## config.mk

```make
export PLATFORM = sky130hd
export DESIGN_NAME = dma_controller
export DESIGN_NICKNAME = d
export VERILOG_FILES = /design/src/rtl/dma_pkg.sv /design/src/rtl/dma_addr_counter.sv /design/src/rtl/dma_controller.sv
export SDC_FILE = /design/constraint.sdc
export NUM_CORES = 1
export LEC_CHECK = 0
export BUFFER_PORTS_ARGS = -buffer_cell sky130_fd_sc_hd__buf_2
export CAP_MARGIN = 10
export CORE_MARGIN = 2
export CORE_UTILIZATION = 50
export DETAILED_ROUTE_END_ITERATION = 7
export HOLD_SLACK_MARGIN = 0.02
export PLACE_DENSITY = 0.8
export SYNTH_ARGS = -nofsm -noshare
export SYNTH_HDL_FRONTEND = slang
export SYNTH_SLANG_ARGS = --single-unit
```

## constraint.sdc

```tcl
create_clock -name clk -period 2.5 [get_ports clk]
set_input_delay 0.125 -clock clk [delete_from_list [all_inputs] [get_ports clk]]
set_output_delay 0.125 -clock clk [all_outputs]
set_load 0.03 [all_outputs]
```

## src/rtl/dma_pkg.sv

```systemverilog
// Shared state encoding, write-enable codes and address helper for the DMA controller.
package dma_pkg;

  typedef enum logic [2:0] {
    StIdle,
    StWaitDev,
    StMem,
    StAck,
    StDone
  } dma_state_e;

  localparam logic [1:0] WeRead  = 2'b00;
  localparam logic [1:0] WeWrite = 2'b11;

  function automatic logic [14:0] byte_to_word(input logic [15:0] byte_addr);
    return byte_addr[15:1];
  endfunction

endpackage

```

## src/rtl/dma_addr_counter.sv

```systemverilog
// Word-address and remaining-count register for one DMA transfer.
module dma_addr_counter
  import dma_pkg::*;
(
  input  logic        clk,
  input  logic        reset_n,
  input  logic        load_i,
  input  logic [15:0] start_addr_i,
  input  logic [15:0] num_words_i,
  input  logic        step_i,
  output logic [14:0] addr_o,
  output logic [15:0] count_o,
  output logic        last_o
);

  logic [14:0] addr_q;
  logic [15:0] count_q;

  // Address wraps naturally at 15 bits.
  always_ff @(posedge clk or negedge reset_n) begin
    if (!reset_n) begin
      addr_q  <= '0;
      count_q <= '0;
    end else if (load_i) begin
      addr_q  <= byte_to_word(start_addr_i);
      count_q <= num_words_i;
    end else if (step_i) begin
      addr_q  <= addr_q + 15'd1;
      count_q <= count_q - 16'd1;
    end
  end

  assign addr_o  = addr_q;
  assign count_o = count_q;
  assign last_o  = (count_q == 16'd1);

endmodule

```

## src/rtl/dma_controller.sv

```systemverilog
// Single-channel word DMA between a handshaking device and a ready/response memory port.
module dma_controller
  import dma_pkg::*;
#(
  parameter logic DMA_PRIORITY = 1'b0
) (
  input  logic        clk,
  input  logic        reset_n,
  input  logic        dma_rqst,
  input  logic        dma_rd_wr,
  input  logic [15:0] dma_start_address,
  input  logic [15:0] dma_num_words,
  input  logic [15:0] dev_out,
  input  logic        dev_ack,
  output logic [15:0] dev_in,
  output logic        dma_ack,
  output logic        dma_end_flag,
  output logic        dma_error,
  output logic [14:0] dma_addr,
  output logic [15:0] dma_din,
  output logic        dma_en,
  output logic [1:0]  dma_we,
  output logic        dma_priority,
  input  logic [15:0] dma_dout,
  input  logic        dma_ready,
  input  logic        dma_resp
);

  dma_state_e  state_q, state_d;
  logic        dir_q;
  logic        abort_q;
  logic [15:0] dev_in_q, din_q;
  logic        error_q, en_q, ack_q, end_q, prio_q;
  logic [1:0]  we_q;
  logic        load, step, last;
  logic [15:0] count_unused;

  assign load = (state_q == StIdle) && dma_rqst;
  assign step = (state_q == StAck);

  dma_addr_counter u_addr_counter (
    .clk          (clk),
    .reset_n      (reset_n),
    .load_i       (load),
    .start_addr_i (dma_start_address),
    .num_words_i  (dma_num_words),
    .step_i       (step),
    .addr_o       (dma_addr),
    .count_o      (count_unused),
    .last_o       (last)
  );

  always_comb begin
    state_d = state_q;
    unique case (state_q)
      StIdle:    if (dma_rqst) state_d = (dma_num_words == 16'd0) ? StDone : StWaitDev;
      StWaitDev: begin
        if (!dma_rqst)   state_d = StIdle;
        else if (dev_ack) state_d = StMem;
      end
      // A started access always runs to dma_ready; an abort only redirects the exit.
      StMem: begin
        if (dma_ready) begin
          if (abort_q || !dma_rqst) state_d = StIdle;
          else if (dma_resp)        state_d = StDone;
          else                      state_d = StAck;
        end
      end
      StAck:     state_d = last ? StDone : StWaitDev;
      StDone:    if (!dma_rqst) state_d = StIdle;
      default:   state_d = StIdle;
    endcase
  end

  always_ff @(posedge clk or negedge reset_n) begin
    if (!reset_n) begin
      state_q  <= StIdle;
      dir_q    <= 1'b0;
      abort_q  <= 1'b0;
      dev_in_q <= '0;
      din_q    <= '0;
      error_q  <= 1'b0;
      en_q     <= 1'b0;
      we_q     <= WeRead;
      prio_q   <= 1'b0;
      ack_q    <= 1'b0;
      end_q    <= 1'b0;
    end else begin
      state_q <= state_d;
      abort_q <= (state_q == StMem) ? (abort_q | ~dma_rqst) : 1'b0;
      if (load) begin
        dir_q   <= dma_rd_wr;
        error_q <= 1'b0;
      end
      if ((state_q == StWaitDev) && dma_rqst && dev_ack) din_q <= dev_out;
      if ((state_q == StMem) && dma_ready) begin
        if (dma_resp)   error_q  <= 1'b1;
        else if (dir_q) dev_in_q <= dma_dout;
      end
      // Outputs are registered from the next state so they align with it.
      en_q   <= (state_d == StMem);
      we_q   <= ((state_d == StMem) && !dir_q) ? WeWrite : WeRead;
      prio_q <= (state_d == StMem) ? DMA_PRIORITY : 1'b0;
      ack_q  <= (state_d == StAck);
      end_q  <= (state_d == StDone);
    end
  end

  assign dev_in       = dev_in_q;
  assign dma_din      = din_q;
  assign dma_error    = error_q;
  assign dma_en       = en_q;
  assign dma_we       = we_q;
  assign dma_priority = prio_q;
  assign dma_ack      = ack_q;
  assign dma_end_flag = end_q;

endmodule
```

Word level (Yosys, flattened, before mapping)
Index checks and enable logic that the tools add are counted.
Cells by class
  mux-type cells: 19
  reductions and logical operators: 12
  $add $sub $neg: 2
  equality and inequality tests: 8
  bitwise logic cells: 3
Operators with widths (count)
  $mux 16: 2
  $mux 15: 2
  $mux 3: 9
  $eq 16x1->1 const B: 1
  $logic_not 16->1: 1
  $sub 16x1->16 const B: 1
  $add 15x1->15 const B: 1
  $pmux 3 s5: 1
  $eq 3x2->1 const B: 4
  $eq 3x3->1 const B: 2
  $logic_and 1x1->1: 5
  $mux 1: 4
  $eq 3x1->1 const B: 1
  $logic_not 3->1: 1
  $reduce_and 3->1: 1
  $logic_not 1->1: 2
  $mux 2: 1
  $not 1->1: 2
  $reduce_bool 2->1: 1
  $logic_or 1x1->1: 1
  $or 1x1->1: 1
Storage, ports and cells
  output and inout bits: 54
  bits of input ports: 71
  register bits: 74

Longest topological paths before layout
  depth after elaboration: 8
  depth in mapped cells: 7
  depth with buffers taken out: 6

Modules after synthesis
Synthesis repeated with hierarchy kept, for this count alone.
Unflattened totals
  cells, all modules: 296
  area, all modules: 3482.1 sq um
Modules (own cells, without submodules)
  dma_addr_counter: area each 1742.9 sq um, cells an instance 180, sequential area each 775.7 sq um, times used 1
  dma_controller: area each 1739.2 sq um, cells an instance 116, sequential area each 1051.0 sq um, times used 1

Least setup slack after synthesis
OpenSTA, ideal clock, no wires.
  kind: register -> register
  start point: register u_addr_counter.addr_q[0] (netlist: u_addr_counter.addr_o[0])
  end point: register u_addr_counter.addr_q[8] (netlist: u_addr_counter.addr_o[8])
  setup time: 0.069 ns
  arrival: 1.717 ns
  path buffers: 0
  path slack: 0.714 ns
  cell stages (with the launch flop): 6
  data required time: 2.431 ns
  cells stage by stage: dfrtp_1 > ha_1 > nand4_1 > or2_2 > or4_1 > nand3_1
On the way
  longest elaborated chain between the ends: 3
Ends and longest elaborated chain
  from (decl): line dma_addr_counter.sv:16  | logic [14:0] addr_q;
  from (signal assigned): line dma_addr_counter.sv:25  | addr_q <= byte_to_word(start_addr_i);
  from (signal assigned): line dma_addr_counter.sv:28  | addr_q <= addr_q + 15'd1;
  $add 15x1->15: line dma_addr_counter.sv:28
  $mux 15: line dma_addr_counter.sv:27  | end else if (step_i) begin
  $mux 15: line dma_addr_counter.sv:24  | end else if (load_i) begin
No other way between the ends. The select of a mux whose other input is x is not followed.
A chain may end at the register's enable or synchronous reset.

Final worst setup path
  start point: register state_q[0]
  end point: register u_addr_counter.addr_q[3] (netlist: u_addr_counter.addr_o[3])
On the way
  longest elaborated chain between the ends: 3
  elaborated cells between the ends (all ways): 5
  classes of those cells: eq/ne: 1; mux: 1; reduce/logical: 3
Ends and longest elaborated chain
  from (decl): line dma_controller.sv:29  | dma_state_e state_q, state_d;
  from (signal assigned): line dma_controller.sv:77  | state_q <= StIdle;
  from (signal assigned): line dma_controller.sv:89  | state_q <= state_d;
  $logic_not 3->1: line dma_controller.sv:38  | assign load = (state_q == StIdle) && dma_rqst;
  $logic_and 1x1->1: line dma_controller.sv:38
  $mux 15 or $reduce_bool 2->1 (tied branches)
Parallel ways exist; a longest one is shown, timed or not.

==> metrics <==
syn nets approximately 400; leakage power 2.33 nW; Max-cap violations 0; WL per Instance about 16 um; number of post-CTS setup repair buffers 0; count of nets after finishing 561; Final Wtd Congestion roughly 0.9; worst reg2reg setup slack between 0.3 and 0.4 ns; Min-Delay Path Class input port to register; total congestion overflow 0; slew at the pin with the worst max-slew slack 0.931 ns; root buffer cell sky130_fd_sc_hd__clkbuf_8; area inside the core boundary between 6000 and 7000 sq um; Setup TNS 0 ns; post-synthesis area per instance ~11 sq um; ratio of final minimum period to clock period between 80% and 90%; Design Power ~5.5 mW; DIE AREA around 7800 sq um; proportion of netlist area held by the largest area contributor between 50% and 60%; combined global-route utilization of all metal layers 25.0%; DPL Wire Length 6090 um; worst-case headroom to the max-slew limit a little under two fifths; number of warning messages in the yosys log 0; top-count cell post-synth sky130_fd_sc_hd__dfrtp_1; post-detailed-route count of antenna-violating nets 0; timing startpoint of the critical path state_q[0]; cell count after synthesis approximately 330; share of synthesized registers carrying an async set or reset 100%; number of flops mapped to enable cells by yosys 0; number of placed instances, taps included 532; required time at the endpoint of the critical path 2.71 ns; final hold viol count 0; fill count 539; share of post-route cells with drive strength above 1 37.5%; CTS clock-pin slew for the worst setup and hold paths 0.08 ns; Port-buffer cells ~120; initial antenna violation count 0; crit path max fanout 21; Final Max Tran Viols 0; leading post-synthesis cells by cell area sky130_fd_sc_hd__dfrtp_1, sky130_fd_sc_hd__mux2_2, sky130_fd_sc_hd__nand2_1; # H-tree levels 3; launching element type of the critical path register; Placement Cell Area about 4300 sq um; y dimension of the die 88.6 um; count of cells along the worst register-to-register path 6; final non-filler cell total roughly 590; clock period minus worst slack between 2 and 2.5 ns; row count 30; wire length of the first global-routing pass ~15,000 um; sinks on the clock net 73; number of search-and-repair iterations in the first detailed-routing pass 4; drt first-iter violations slightly below 200; count of cell types in the netlist 57; worst reg2reg endpoint u_addr_counter.addr_o[3]; status finished, final reports clean; Crit. End Element register; number of diodes added for antenna fixing 0; highest ir drop seen on vdd around 0.55 mV; clk buf depth 2; pin count of the biggest net entering global routing 74; initial standard-cell utilization of the core a little over half; Hold Path Origin dma_start_address[12]; hold buffer count at CTS 40; number of buffers added by the clock tree synthesis step 9; Main synth FF type sky130_fd_sc_hd__dfrtp_1; PostCTS Resize Cnt 0; DIE WIDTH around 89 um; mean number of vias per cell between 5 and 6; DRC 0; Cell Area, Synth ~3600 sq um; Fmax ~0.47 GHz; boundary pin count approximately 130; via count of the first global-routing pass about 3,300; final design instance area without fill 4830 sq um; Area growth, synth to finish 34.9%; critical setup path kind register to register; Worst EP arrival 2.32 ns; power per standard cell area between 1000 and 1500 nW/um^2; final setup vio count 0; sequential area share after synthesis approximately half; total routed wirelength 9540 um; insertion delay of the later-clocked pin in the worst-skew pair approximately 0.34 ns; unrepaired setup endpoints after global routing false; flip-flop and latch count after synthesis 73; clock skew 0.0133 ns; beginning of the worst register-to-register path state_q[0]; worst setup path endpoint u_addr_counter.addr_o[3]; DR vias approximately 3,300; cell type contributing the most total cell area after synthesis sky130_fd_sc_hd__dfrtp_1; Commonest cells post-synth sky130_fd_sc_hd__dfrtp_1, sky130_fd_sc_hd__nand2_1, sky130_fd_sc_hd__mux2_2; TritonCTS clock tree yes
## critical path: stages (launching register included)
cell and delay [ns]:
sky130_fd_sc_hd__dfrtp_1 0.59, sky130_fd_sc_hd__and3b_1 0.46, sky130_fd_sc_hd__buf_4 0.26, sky130_fd_sc_hd__nor2_1 0.05, sky130_fd_sc_hd__buf_4 0.21, sky130_fd_sc_hd__o21ai_0 0.26, sky130_fd_sc_hd__o211ai_1 0.15
## sequential cells by signal, indices dropped and copies added, names as in the netlist
signal	count
dma_en	1
dma_end_flag	1
state_q	3
dma_din	16
dev_in	16
dma_we	1
dir_q	1
u_addr_counter.addr_o	15
dma_error	1
dma_ack	1
abort_q	1
u_addr_counter.count_o	16
## report_power, final
part           internal [mW]  total, mW  switching, mW
Sequential              1.68       2.18          0.501
Combinational          0.910       2.49           1.58
Clock                  0.384      0.809          0.425
## per-layer routing
metal	vias up	global-route usage (%)	wire length [um]	share of wire [%]
li1	1540	-	-	-
met1	1587	31.4	3820	40
met2	149	42.6	4870	51
met3	32	3.45	510	5.3
met4	0	12.4	332	3.5
met5	-	0	0	0
## layout make-up
cell class	count	area, sq um	area share (%)
clock buffers	11	141	2.93
inverters	11	41.3	0.856
clock inverters	4	30.0	0.622
well taps	96	120	2.49
multi-input cells	225	1620	33.5
flip-flops and latches	73	1830	37.9
repair buffers	167	1050	21.8
## logic make-up after synthesis
| group | after synthesis | share of synthesized area (%) |
|---|---|---|
| flip-flops | 73 | 51.1 |
| XOR/XNOR | 1 | 0.245 |
| other | 1 | 0.105 |
| multiplexers | 33 | 10.4 |
| AND/OR/NAND/NOR | 119 | 19.2 |
| AO/OA/AOI/OAI | 68 | 14.2 |
| buffers and inverters | 27 | 3.78 |
| adder cells (fa/ha/maj) | 3 | 1.05 |
## cell usage in the layout (no fill, tap or decap), types with 2 or more instances in the layout
cell,count
sky130_fd_sc_hd__buf_4,6
sky130_fd_sc_hd__buf_2,121
sky130_fd_sc_hd__nor3_2,2
sky130_fd_sc_hd__o311ai_0,6
sky130_fd_sc_hd__o311ai_1,3
sky130_fd_sc_hd__nand3_1,14
sky130_fd_sc_hd__nor3_1,2
sky130_fd_sc_hd__a22oi_1,5
sky130_fd_sc_hd__o31a_1,2
sky130_fd_sc_hd__a221o_1,4
sky130_fd_sc_hd__nor4_1,7
sky130_fd_sc_hd__and3_1,2
sky130_fd_sc_hd__a32oi_1,4
sky130_fd_sc_hd__and3b_1,2
sky130_fd_sc_hd__o21ai_0,12
sky130_fd_sc_hd__nand3b_1,3
sky130_fd_sc_hd__or4_1,3
sky130_fd_sc_hd__a21oi_1,3
sky130_fd_sc_hd__dfrtp_1,73
sky130_fd_sc_hd__o211ai_1,18
sky130_fd_sc_hd__dlygate4sd3_1,40
sky130_fd_sc_hd__mux2_2,32
sky130_fd_sc_hd__a31oi_1,2
sky130_fd_sc_hd__and2_1,2
sky130_fd_sc_hd__a311o_1,2
sky130_fd_sc_hd__nand4_1,5
sky130_fd_sc_hd__inv_1,11
sky130_fd_sc_hd__or3_1,4
sky130_fd_sc_hd__clkbuf_8,10
sky130_fd_sc_hd__nor2_1,18
sky130_fd_sc_hd__ha_1,3
sky130_fd_sc_hd__clkinv_4,2
sky130_fd_sc_hd__nor4_2,2
sky130_fd_sc_hd__nand2_1,39
## worst min path at each step
stage / slack, ns / depth (start not counted) / endpoint
after CTS: 0.02 / 3 / u_addr_counter.addr_o[11]
after global placement: 0.32 / 1 / u_addr_counter.count_o[1]
after detailed placement: 0.32 / 1 / u_addr_counter.count_o[1]
after floorplan: -0.17 / 0 / abort_q
after global routing: 0.04 / 2 / dev_in[8]
final: 0.03 / 3 / u_addr_counter.addr_o[11]
## through the flow
stage / setup slack [ns] / util [%] / hold WS, ns
CTS: 0.465 / 70.3 / 0.0214
finish: 0.385 / 70.3 / 0.0309
floorplan: 0.714 / - / -0.171
global placement: 0.532 / 61.9 / 0.319
detailed placement: 0.472 / 61.9 / 0.325
global route: 0.206 / 70.3 / 0.0391
(Power assumes the default switching activity.)
